==> src/rtl/mult_pkg.sv <==
// Shared constants and width helpers for the pipelined multiplier family.
package mult_pkg;

  localparam int unsigned MULT_W      = 18;
  localparam int unsigned MULT_STAGES = 4;

  // Full-precision product width for a WA x WB multiply.
  function automatic int unsigned prod_width(input int unsigned wa, input int unsigned wb);
    return wa + wb;
  endfunction

endpackage

==> src/rtl/mult_pipe_slice.sv <==
// One valid+data register slice with load enable; data only captured when the incoming valid is set.
module mult_pipe_slice #(
  parameter int unsigned W = 36
) (
  input  logic         clk,
  input  logic         rst_n,
  input  logic         load,
  input  logic         in_valid,
  input  logic [W-1:0] in_data,
  output logic         out_valid,
  output logic [W-1:0] out_data
);

  always_ff @(posedge clk or negedge rst_n) begin
    if (!rst_n) begin
      out_valid <= 1'b0;
      out_data  <= '0;
    end else if (load) begin
      out_valid <= in_valid;
      if (in_valid) begin
        out_data <= in_data;
      end
    end
  end

endmodule

==> src/rtl/mult_pipe.sv <==
// Back-pressurable pipelined multiplier with AXI-stream operand pair and result.
// Optional MULT_PIPE_TLAST_EN adds input_tlast/output_tlast carried alongside each product.
module mult_pipe
  import mult_pkg::*;
#(
  parameter int unsigned WIDTH_A = MULT_W,
  parameter int unsigned WIDTH_B = MULT_W,
  parameter int unsigned STAGES  = MULT_STAGES,
  parameter int unsigned SIGNED  = 0
) (
  input  logic                                     clk,
  input  logic                                     rst_n,
  input  logic [WIDTH_A-1:0]                       input_a_tdata,
  input  logic                                     input_a_tvalid,
  output logic                                     input_a_tready,
  input  logic [WIDTH_B-1:0]                       input_b_tdata,
  input  logic                                     input_b_tvalid,
  output logic                                     input_b_tready,
  output logic [prod_width(WIDTH_A, WIDTH_B)-1:0]  output_tdata,
  output logic                                     output_tvalid,
  input  logic                                     output_tready,
`ifdef MULT_PIPE_TLAST_EN
  input  logic                                     input_tlast,
  output logic                                     output_tlast,
`endif
  output logic                                     busy
);

  localparam int unsigned PW  = prod_width(WIDTH_A, WIDTH_B);
  localparam bit          SGN = (SIGNED != 0);
`ifdef MULT_PIPE_TLAST_EN
  localparam int unsigned DW  = PW + 1;
`else
  localparam int unsigned DW  = PW;
`endif

  logic          v   [STAGES];
  logic          adv [STAGES];
  logic [DW-1:0] d   [1:STAGES-1];

  logic               v0;
  logic               v1;
  logic [WIDTH_A-1:0] a_q;
  logic [WIDTH_B-1:0] b_q;
  logic [DW-1:0]      d1;
`ifdef MULT_PIPE_TLAST_EN
  logic               tl0;
`endif

  logic          in_ready_c;
  logic          accept_c;
  logic [PW-1:0] ext_a_c;
  logic [PW-1:0] ext_b_c;
  logic [PW-1:0] prod_c;

  // A stage may advance if any slot at or downstream of it is empty, or the sink pops.
  always_comb begin
    logic hole;
    for (int s = 0; s < int'(STAGES); s++) begin
      adv[s] = 1'b0;
    end
    hole = output_tready;
    for (int s = int'(STAGES) - 1; s >= 0; s--) begin
      hole   = hole | ~v[s];
      adv[s] = hole;
    end
  end

  always_comb begin
    busy = 1'b0;
    for (int s = 0; s < int'(STAGES); s++) begin
      busy = busy | v[s];
    end
  end

  // Readies are forced low while reset is held.
  assign in_ready_c     = adv[0] & rst_n;
  assign accept_c       = input_a_tvalid & input_b_tvalid & in_ready_c;
  assign input_a_tready = input_b_tvalid & in_ready_c;
  assign input_b_tready = input_a_tvalid & in_ready_c;

  // Extending both operands to the full product width makes the truncated product exact in either mode.
  assign ext_a_c = {{WIDTH_B{SGN & a_q[WIDTH_A-1]}}, a_q};
  assign ext_b_c = {{WIDTH_A{SGN & b_q[WIDTH_B-1]}}, b_q};
  assign prod_c  = ext_a_c * ext_b_c;

  always_ff @(posedge clk or negedge rst_n) begin
    if (!rst_n) begin
      v0  <= 1'b0;
      a_q <= '0;
      b_q <= '0;
`ifdef MULT_PIPE_TLAST_EN
      tl0 <= 1'b0;
`endif
      v1  <= 1'b0;
      d1  <= '0;
    end else begin
      if (adv[0]) begin
        v0 <= accept_c;
        if (accept_c) begin
          a_q <= input_a_tdata;
          b_q <= input_b_tdata;
`ifdef MULT_PIPE_TLAST_EN
          tl0 <= input_tlast;
`endif
        end
      end
      if (adv[1]) begin
        v1 <= v0;
        if (v0) begin
`ifdef MULT_PIPE_TLAST_EN
          d1 <= {tl0, prod_c};
`else
          d1 <= prod_c;
`endif
        end
      end
    end
  end

  assign v[0] = v0;
  assign v[1] = v1;
  assign d[1] = d1;

  // Pure delay slices behind the product register.
  for (genvar s = 2; s < STAGES; s++) begin : g_delay
    mult_pipe_slice #(
      .W (DW)
    ) u_slice (
      .clk       (clk),
      .rst_n     (rst_n),
      .load      (adv[s]),
      .in_valid  (v[s-1]),
      .in_data   (d[s-1]),
      .out_valid (v[s]),
      .out_data  (d[s])
    );
  end

  assign output_tvalid = v[STAGES-1];
  assign output_tdata  = d[STAGES-1][PW-1:0];
`ifdef MULT_PIPE_TLAST_EN
  assign output_tlast  = d[STAGES-1][PW];
`endif

endmodule

==> config.mk <==
export PLATFORM = sky130hd
export DESIGN_NAME = mult_pipe
export DESIGN_NICKNAME = d
export VERILOG_FILES = /design/src/rtl/mult_pkg.sv /design/src/rtl/mult_pipe_slice.sv /design/src/rtl/mult_pipe.sv
export SDC_FILE = /design/constraint.sdc
export NUM_CORES = 1
export LEC_CHECK = 0
export BUFFER_PORTS_ARGS = -buffer_cell sky130_fd_sc_hd__buf_2
export CAP_MARGIN = 40
export CORE_ASPECT_RATIO = 1.1
export CORE_MARGIN = 1
export CORE_UTILIZATION = 40
export CTS_CLUSTER_SIZE = 40
export DETAILED_ROUTE_END_ITERATION = 10
export PLACE_DENSITY = 0.56
export SLEW_MARGIN = 10
export SYNTH_ARGS = -nofsm -noshare
export SYNTH_HDL_FRONTEND = slang
export SYNTH_SLANG_ARGS = --single-unit
==> constraint.sdc <==
create_clock -name clk -period 14.7 [get_ports clk]
set_input_delay 2.205 -clock clk [delete_from_list [all_inputs] [get_ports clk]]
set_output_delay 2.205 -clock clk [all_outputs]
set_load 0.05 [all_outputs]
==> run metrics <==
io pins=81; NumNets Final=2083; main area contributors after synthesis=fa_1 31%, dfrtp_1 22%, ha_1 8.3%, mux2_2 7.3%, inv_1 7.3%; Async SR Flop Fraction=100%; slew margin rel.=34.7%; layout cells sized above 1=14.4%; die span in x=196 microns; unrepaired setup endpoints after global routing=false; vias in the first global route=11900; critical path class=flip-flop to flip-flop; Hold Buf Count CTS=0; Worst Hold Depth=2; TritonCTS clock tree=done; top cell type's share of synthesized area=30.8%; setup violators final=0; Post-CTS Setup Inserts=0; dpl hpwl=29800 microns; antenna violations before repair=0; drt via density=4.94; RR Startpoint=b_q[10]; reg2reg setup slack=8.23 ns; detailed-route DRC error count=0; final hold vios=0; Wirelength per Cell=17.6 microns; final-report max-slew violation count=0; most frequent cell after synthesis=inv_1; DR iter-0 viols=624; diode count=0; H-tree levels=4; Mapped Avg Cell Area=9.83 sq um; crit end category=flip-flop; Tcrit/Tclk final=44.0%; Initial Utilization=41.0%; cell area after synthesis=0.0166 sq mm; number of gates resized after CTS=0; CP Data Required Time=15.00 ns; synthesized flop and latch total=148; Rows=77; first-pass GRT wire length=65200 microns; Placer Congestion=0.875; Routed Antenna Nets=0; reg2reg end=d1[27]; top cell type by total area after synthesis=fa_1; Die Y=216 microns; post-route setup TNS=0 ns; total CTS buffers=17; clock buffer depth=2; CORE AREA=0.0406 sq mm; root buffer cell=clkbuf_16; Reg clk slew, reported paths=0.07 ns; slew of the pin with the lowest slew margin=0.979 ns; 1st-pass router iterations=5; clock skew=0.0150 ns; FF-to-FF path depth=20; min-delay worst type=flip-flop to flip-flop; Synthesized Nets=2098; outcome=completed; Global Route Usage Sum=19.8%; Post-Synthesis Cells=1691; clock sinks=148; die area=0.0424 sq mm; total of max-cap violations=0; sequential element share of the synthesized area=22.3%; final wirelength=39400 microns; hold endpoint=d1[0]; Buffers on Ports=80; worst hold start=d1[0]; synth unique cells=64; Synth top cells by count=322 x inv_1, 256 x fa_1, 240 x nand2_1, 159 x and2_1, 148 x dfrtp_1; worst-path fanout max=19; Clk Latency, worst-skew pair=0.46 ns; largest net degree at the start of global routing=69; yosys warns=0; critical path arrival=6.77 ns; total gr overflow=0; Main synth FF type=dfrtp_1; fmax=155 MHz; crit path time final=6.47 ns; EDFF count, synth=0; Vias=11100; Setup crit start kind=flip-flop; P&R area growth vs syn=6.86%
flip-flops by register name (all words and copies together) (netlist names):
name,cells
g_delay.u_slice.out_data,72
d1,36
a_q,18
b_q,18
g_delay.u_slice.out_valid,2
v0,1
v1,1
final cells by class:
| class | instances | area, sq um |
|---|---|---|
| Clock inverter | 11 | 103 |
| Tap cell | 553 | 692 |
| Fill cell | 3997 | 22800 |
| Clock buffer | 19 | 453 |
| Inverter | 322 | 1210 |
| Multi-Input combinational cell | 1099 | 11100 |
| Sequential cell | 148 | 3700 |
| Timing Repair Buffer | 88 | 519 |
kinds of logic (layout without fill, tap and decap cells):
family	after synthesis	after routing	share of synthesized area [%]
simple gates	477	477	14.1
buf+inv	444	440	11.0
fa+ha+maj	366	366	39.1
flops	148	148	22.3
compound gates	121	121	4.78
mux	109	109	7.37
xor+xnor	26	26	1.37
worst max path at each step:
stage / from / to / slack [ns] / cells after the start
2_1_floorplan: b_q[9] / d1[32] / 8.82 / 22
3_3_place_gp: b_q[9] / d1[27] / 8.31 / 20
3_5_place_dp: b_q[9] / d1[32] / 8.27 / 20
4_1_cts: b_q[9] / d1[32] / 8.25 / 20
5_1_grt: b_q[9] / d1[34] / 7.91 / 18
6_report: b_q[10] / d1[27] / 8.23 / 20
stage by stage:
step	instances	setup WS (ns)	utilization [%]	instance area [sq um]	hold WS [ns]
after floorplan	1691	8.82	-	16600	0.435
after global placement	2207	8.31	42.3	17100	0.452
after detailed placement	2209	8.27	42.4	17200	0.458
after CTS	2239	8.25	43.7	17700	0.471
after global routing	2240	7.91	43.8	17800	0.493
final	2240	8.23	43.8	17800	0.463
routing by layer:
metal / vias to the layer above / routed length [microns] / GRT usage (%)
met1: 5646 / 18800 / 28.2
met2: 279 / 18200 / 31.3
met4: 0 / 582 / 5.16
li1: 5099 / - / -
met3: 38 / 1830 / 3.30
met5: - / 0 / 0
worst max-delay path, stage by stage, from the launching register on:
cell and delay, ns:
dfrtp_1 0.99, nand2_1 0.17, fa_1 0.56, inv_1 0.06, fa_1 0.50, inv_1 0.06
fa_1 0.52, inv_1 0.05, fa_1 0.45, fa_1 0.49, inv_1 0.05, fa_1 0.47
inv_1 0.04, ha_1 0.42, nand2_1 0.13, nor4_1 0.48, o311ai_1 0.24, nand3_2 0.20
a41oi_1 0.15, xor2_1 0.18, o21ai_0 0.10
layout by cell type (no fill, tap or decap), types with 33 or more instances in the layout:
| cell type | netlist | routed |
|---|---|---|
| nand2_1 | 240 | 239 |
| mux2_2 | 108 | 108 |
| fa_1 | 256 | 256 |
| inv_1 | 322 | 322 |
| ha_1 | 110 | 110 |
| and2_1 | 159 | 159 |
| a21oi_1 | 33 | 33 |
| o21ai_0 | 35 | 35 |
| dfrtp_1 | 148 | 148 |
| buf_2 | 5 | 79 |
Power is not shown: default switching activity piles up to over one toggle a cycle in this logic, so the estimate is an artifact.
